==> config.mk <==
export PLATFORM = sky130hd
export DESIGN_NAME = ram_arbiter
export DESIGN_NICKNAME = d
export VERILOG_FILES = /design/src/rtl/ram_arbiter.sv
export SDC_FILE = /design/constraint.sdc
export NUM_CORES = 1
export LEC_CHECK = 0
export CORE_AREA = 3 3 96 98
export CTS_BUF_LIST = sky130_fd_sc_hd__clkbuf_16
export DETAILED_ROUTE_END_ITERATION = 6
export DIE_AREA = 0 0 99 101
export GPL_TIMING_DRIVEN = 0
export PLACE_DENSITY = 0.66
export SETUP_SLACK_MARGIN = 0.5
export SKIP_CTS_REPAIR_TIMING = 1
export SLEW_MARGIN = 25
export SYNTH_ARGS = -nofsm -noshare
export SYNTH_HDL_FRONTEND = slang
export SYNTH_SLANG_ARGS = --single-unit
==> constraint.sdc <==
create_clock -name clk -period 6.53 [get_ports clk]
set_input_delay 0.9795 -clock clk [delete_from_list [all_inputs] [get_ports clk]]
set_output_delay 0.9795 -clock clk [all_outputs]
set_load 0.05 [all_outputs]
==> src/rtl/ram_arbiter.sv <==
// ram_arbiter: two-requester arbiter in front of a single-port synchronous RAM.
// Zero-wait grant from IDLE, lock-based ownership (OWN0/OWN1) and a 1-cycle
// read return path steered by a registered requester tag.
// Optional build macro RAM_ARBITER_RR_EN: round-robin resolution of IDLE
// contention (default build: M0 has fixed priority, no pointer register).
module ram_arbiter #(
  parameter int ADDR_W = 11,
  parameter int DATA_W = 32,
  localparam int BE_W  = DATA_W / 8
) (
  input  logic              clk,
  input  logic              reset,
  // requester 0
  input  logic [ADDR_W-1:0] m0_address,
  input  logic [BE_W-1:0]   m0_byteenable,
  input  logic              m0_read,
  input  logic              m0_write,
  input  logic [DATA_W-1:0] m0_writedata,
  input  logic              m0_lock,
  output logic              m0_waitrequest,
  output logic [DATA_W-1:0] m0_readdata,
  output logic              m0_readdatavalid,
  // requester 1
  input  logic [ADDR_W-1:0] m1_address,
  input  logic [BE_W-1:0]   m1_byteenable,
  input  logic              m1_read,
  input  logic              m1_write,
  input  logic [DATA_W-1:0] m1_writedata,
  input  logic              m1_lock,
  output logic              m1_waitrequest,
  output logic [DATA_W-1:0] m1_readdata,
  output logic              m1_readdatavalid,
  // RAM port
  output logic [ADDR_W-1:0] ram_address,
  output logic [BE_W-1:0]   ram_byteenable,
  output logic [DATA_W-1:0] ram_writedata,
  output logic              ram_chipselect,
  output logic              ram_write,
  output logic              ram_clken,
  input  logic [DATA_W-1:0] ram_readdata
);

  typedef enum logic [1:0] {IDLE, OWN0, OWN1} state_t;

  state_t state;
  logic   req0, req1;
  logic   gnt0, gnt1;
  logic   rd0, rd1;
  logic   rd_pend;  // a read was accepted last cycle
  logic   rd_tag;   // which requester issued it (1 = M1)

  assign req0 = m0_read | m0_write;
  assign req1 = m1_read | m1_write;

`ifdef RAM_ARBITER_RR_EN
  logic rr_last;  // 1 = M1 was granted most recently, so M0 is favoured next

  // Round-robin pointer follows every accepted transfer; reset favours M0.
  always_ff @(posedge clk) begin
    if (reset)     rr_last <= 1'b1;
    else if (gnt0) rr_last <= 1'b0;
    else if (gnt1) rr_last <= 1'b1;
  end
`endif

  // Grant selection: owner-only while locked, otherwise zero-wait with
  // contention resolved by the configured policy. Nothing is granted in reset.
  always_comb begin
    gnt0 = 1'b0;
    gnt1 = 1'b0;
    if (!reset) begin
      unique case (state)
        OWN0: gnt0 = req0;
        OWN1: gnt1 = req1;
        default: begin
          if (req0 && req1) begin
`ifdef RAM_ARBITER_RR_EN
            gnt0 = rr_last;
            gnt1 = ~rr_last;
`else
            gnt0 = 1'b1;
`endif
          end else begin
            gnt0 = req0;
            gnt1 = req1;
          end
        end
      endcase
    end
  end

  assign m0_waitrequest = ~gnt0;
  assign m1_waitrequest = ~gnt1;

  // RAM request mux; a write that comes with a read is treated as a write.
  assign ram_address    = gnt1 ? m1_address    : m0_address;
  assign ram_byteenable = gnt1 ? m1_byteenable : m0_byteenable;
  assign ram_writedata  = gnt1 ? m1_writedata  : m0_writedata;
  assign ram_chipselect = gnt0 | gnt1;
  assign ram_write      = (gnt0 & m0_write) | (gnt1 & m1_write);
  assign ram_clken      = ~reset;

  assign rd0 = gnt0 & m0_read & ~m0_write;
  assign rd1 = gnt1 & m1_read & ~m1_write;

  // Ownership FSM: lock on an accepted locked transfer, release on lock drop.
  always_ff @(posedge clk) begin
    if (reset) begin
      state <= IDLE;
    end else begin
      unique case (state)
        OWN0:    if (!m0_lock) state <= IDLE;
        OWN1:    if (!m1_lock) state <= IDLE;
        default: begin
          if (gnt0 && m0_lock)      state <= OWN0;
          else if (gnt1 && m1_lock) state <= OWN1;
        end
      endcase
    end
  end

  // Read return tag: one cycle behind acceptance, matching RAM latency.
  always_ff @(posedge clk) begin
    if (reset) begin
      rd_pend <= 1'b0;
      rd_tag  <= 1'b0;
    end else begin
      rd_pend <= rd0 | rd1;
      rd_tag  <= rd1;
    end
  end

  // Data is broadcast; only the valid strobe is steered. The strobe is also
  // gated by reset so a read accepted just before reset never returns.
  assign m0_readdata      = ram_readdata;
  assign m1_readdata      = ram_readdata;
  assign m0_readdatavalid = rd_pend & ~rd_tag & ~reset;
  assign m1_readdatavalid = rd_pend &  rd_tag & ~reset;

endmodule
# == Word-level counts from Yosys, hierarchy flattened ==
# Index checks and enable logic that the tools add are counted.
# Widths: inputs -> output; s select.
# word_totals
regBits,4
inputBits,134
output_inout_bits,118
wordCells,47
# classes
eq_ne,4
n_mux,14
bitwise,21
reduce_logical,5
# ops
cell,n
$mux 32,1
$mux 11,1
$and 1x1->1,10
$mux 2,4
$not 1->1,6
$or 1x1->1,5
$mux 1,4
$mux 4,1
$ne 2x2->1 const B,2
$pmux 1 s2,2
$pmux 2 s2,1
$reduce_bool 4->1,1
$logic_and 1x1->1,3
$reduce_and 3->1,1
$eq 2x1->1 const B,1
$eq 2x2->1 const B,1

# == Logic depth before layout (Yosys ltp) ==
# depth
depth_word,9
ltp_mapped,8

# == Least setup slack after synthesis ==
# OpenSTA, ideal clock, no wires.
# synth_timing
path_kind,input port to output port
from,input m0_read
to,output ram_chipselect
arrival_ps,2819
t_required_ps,5550
path_slack_ps,2732
path_stages,2
n_path_buf,0
cell_sequence,o21ai_0 nand2_1
# synth_via
elab_chain_cells,6
word_cells_on_any_way,9
classes_between,mux (6); bitwise (2); reduce/logical (1)
# synth_lines
item,line_no,rtl
"start, declared",16,"input logic m0_read,"
$or 1x1->1 *,52,assign req0 = m0_read | m0_write;
$logic_and 1x1->1,76,if (req0 && req1) begin
$mux 1,76,
$pmux 1 s2,72,unique case (state)
$mux 1,71,if (!reset) begin
$or 1x1->1 *,99,assign ram_chipselect = gnt0 | gnt1;
"end, declared",37,"output logic ram_chipselect,"
# Mark *: on every way between the ends. The rest lies on a longest branch, timed or not.

# == Final worst setup path ==
# layout_timing
from,input m0_write
to,output ram_writedata[30]
# layout_via
elab_chain_cells,6
# layout_lines
item,line_no,rtl
"start, declared",17,"input logic m0_write,"
$or 1x1->1,52,
$logic_and 1x1->1,76,
$mux 1,76,
$pmux 1 s2,72,
$mux 1,71,
$mux 32,98,assign ram_writedata = gnt1 ? m1_writedata : m0_writedata;
"end, declared",36,"output logic [DATA_W-1:0] ram_writedata,"
# Every way passes these cells.

==> metrics.md <==
| Metric | Value |
|---|---|
| CP Capture Type | output port |
| Clock Latency Late Sink | 220 ps |
| Mean Syn Cell Area | 8.88 um^2 |
| Psw | 0.235 mW |
| Ant. Diodes | 0 |
| Synth Area in XOR/XNOR | 0% |
| Net Count, Synth | 290 |
| Via count of the first global-routing pass | 1950 |
| Clock share of power | 18.4% |
| TritonCTS clock tree | done |
| Initial DRT Pass Iterations | 4 |
| Status | finished clean |
| Critical path class | in2out |
| Initial core utilization | around 16% |
| Worst Clk Skew | ~1.9 ps |
| Core Area | approximately 0.0086 mm^2 |
| Post-synth top area share | 36.8% |
| H-tree levels | 1 |
| Final Routed Wirelength | 6290 um |
| Combinational power share | 76.3% |
| Via density | 3.90 |
| Switching share of total power | 45.5% |
| Final period util | between 70% and 80% |
| Peak VDD IR | 59.1 uV |
| Area Overhead vs Synth | 175% |
| Synth Area in Compound Gates | 7.32% |
| Post-synth EDFFs | 0 |
| Number of synthesized register bits | 4 |
| GRT Util Overall | 11.4% |
| Tmin final | 4750 ps |
| Element type at the critical path start | input pin |
| Achievable Freq | 210 MHz |
| Cell area after synthesis | 0.00137 mm^2 |
| DRC violations left | 0 |
| Synth cell types | 27 |
| Simple-gate share of the synthesized area | between 5 and 6% |
| Commonest register cell after synthesis | dfxtp_1 |
| Pin count of the biggest net entering global routing | 11 |
| M1 GR Usage | 12.1% |
| Die Y | 101 um |
| Sequential share of power | 5.3% |
| Max Cap Viol | 0 |
| Initial antenna violation count | 0 |
| Final Hold Vio Count | 0 |
| CP Max Fanout | 10 |
| Setup TNS | 0 ps |
| Clk buf depth | 2 |
| Proportion of synthesized area in mux cells | 38.7% |
| Main combinational cell family by area after synthesis | buffers and inverters |
| Tot Pwr | 0.517 mW |
| Die Width | 99 um |
| CTS Buf Count | 3 |
| Die ar. | 0.0100 mm^2 |
| Port bufs | 218 |
| IO Pins | around 250 |
| Vias | 1884 |
| RePlAce Congestion | 0.709 |
| Global-route wire length before repair | 9380 um |
| Most frequent cells after synthesis | buf_4, mux2_2, mux2_1, inv_1, nor2_1 |
| Slew headroom | 64.4% |
| Biggest area consumer among synthesized cells | buf_4 |
| Sequential share of the synthesized area | between 5 and 6% |
| GR peak layer | met2 |
| Met3 Track Usage GR | 3.67% |
| M2 GR Usage | 21.8% |
| PD cells | 138 mW/mm^2 |
| Internal power | 0.282 mW |
| Root Driver | clkbuf_16 |
| Routed length per instance | 13.0 um |
| Gate Count Post-Synth | 154 |
| CTS sink cnt | 4 |
| Least-Margin Pin Slew | 533 ps |
| Final-stage net count | 513 |
| HPWL Detailed | between 5000 and 6000 um |
| GRT Residual Overflow | 0 |
| Synth area leaders | buf_4, mux2_2, mux2_1 |
| Synth Warn # | 0 |
| Static Leak | 1.53 nW |
| Path type of the worst min-delay path | reg2reg |
| Asr flop ratio synth | 0% |
| Worst path arrival time | 3770 ps |
| Reg clk slew, reported paths | ~30 ps |
| 1st-iter DRT viols | 22 |
| RSZ-0062 raised after global routing | false |
| Setup-failing EPs final | 0 |
| Fraction of layout cells with a size suffix above 1 | 30.4% |
| Slew Viols, Final | 0 |
| WP data required | around 5600 ps |
| Post-synthesis adder-cell area fraction | 1.83% |
| Count leader, synth | buf_4 |
| Antenna viol nets, final | 0 |
| Row cnt | 34 |
logic make-up after synthesis:
logic type      count (synthesis)
buf+inv                        76
fa+ha+maj                       2
mux                            47
simple gates                   14
flops                           4
compound gates                 11
power groups by stage:
stage | registers [mW] | logic, mW | clock network [mW]
floorplan | 0.0274 | 0.245 | 0
finish | 0.0274 | 0.395 | 0.0951
detailed placement | 0.0277 | 0.398 | 0
global route | 0.0275 | 0.412 | 0.100
CTS | 0.0274 | 0.399 | 0.0964
global placement | 0.0275 | 0.395 | 0
layout make-up:
cell class | count | area [um^2]
plain buffers | 70 | 529
clock buffers | 3 | 75.1
fillers | 842 | 4790
inverters | 6 | 22.5
multi-input cells | 74 | 736
flip-flops and latches | 4 | 80.1
well taps | 108 | 135
repair buffers | 218 | 2180
layout by cell type (no fill, tap or decap), types with 2 or more instances in the layout:
cell,n
mux2_2,38
o21ai_0,2
mux2_1,9
inv_1,6
dfxtp_1,4
clkbuf_16,3
buf_6,2
clkdlybuf4s50_1,218
nand2b_1,2
ha_1,2
buf_4,67
nor2_1,5
sequential cells by signal (all words and copies together) (netlist names):
signal and cells:
state 2, rd_pend 1, rd_tag 1
metrics by stage:
step | instances | utilization [%] | hold WS (ps) | instance area, um^2 | worst slack [ps]
global placement | 480 | 43.1 | 490 | 3680 | 1700
floorplan | 154 | - | 470 | 1370 | 2730
global route | 483 | 44.0 | 544 | 3760 | 1620
finish | 483 | 44.0 | 503 | 3760 | 1780
detailed placement | 480 | 43.1 | 497 | 3680 | 1690
CTS | 483 | 44.0 | 503 | 3760 | 1680
layer usage:
layer / wire, um / share of wire (%)
met5: 0 / 0
met4: 8 / 0.13
met3: 834 / 13
met2: 3360 / 53
met1: 2090 / 33
worst max-delay path, stage by stage:
cell and delay (ps):
clkdlybuf4s50_1 480, or3b_1 430, a211oi_4 430, buf_6 220, buf_6 160, mux2_1 340
clkdlybuf4s50_1 730
worst paths after layout:
| path | from | cells past startpoint | slack (ps) | endpoint |
|---|---|---|---|---|
| max reg2reg | state[0]$_SDFFE_PP0P_ | 7 | 4290 | state[1]$_SDFFE_PP0P_ |
| min | state[1]$_SDFFE_PP0P_ | 2 | 500 | state[1]$_SDFFE_PP0P_ |
| max | m0_write | 7 | 1780 | ram_writedata[30] |
| min reg2reg | state[1]$_SDFFE_PP0P_ | 2 | 500 | state[1]$_SDFFE_PP0P_ |
Power figures use the tool's default switching activity.
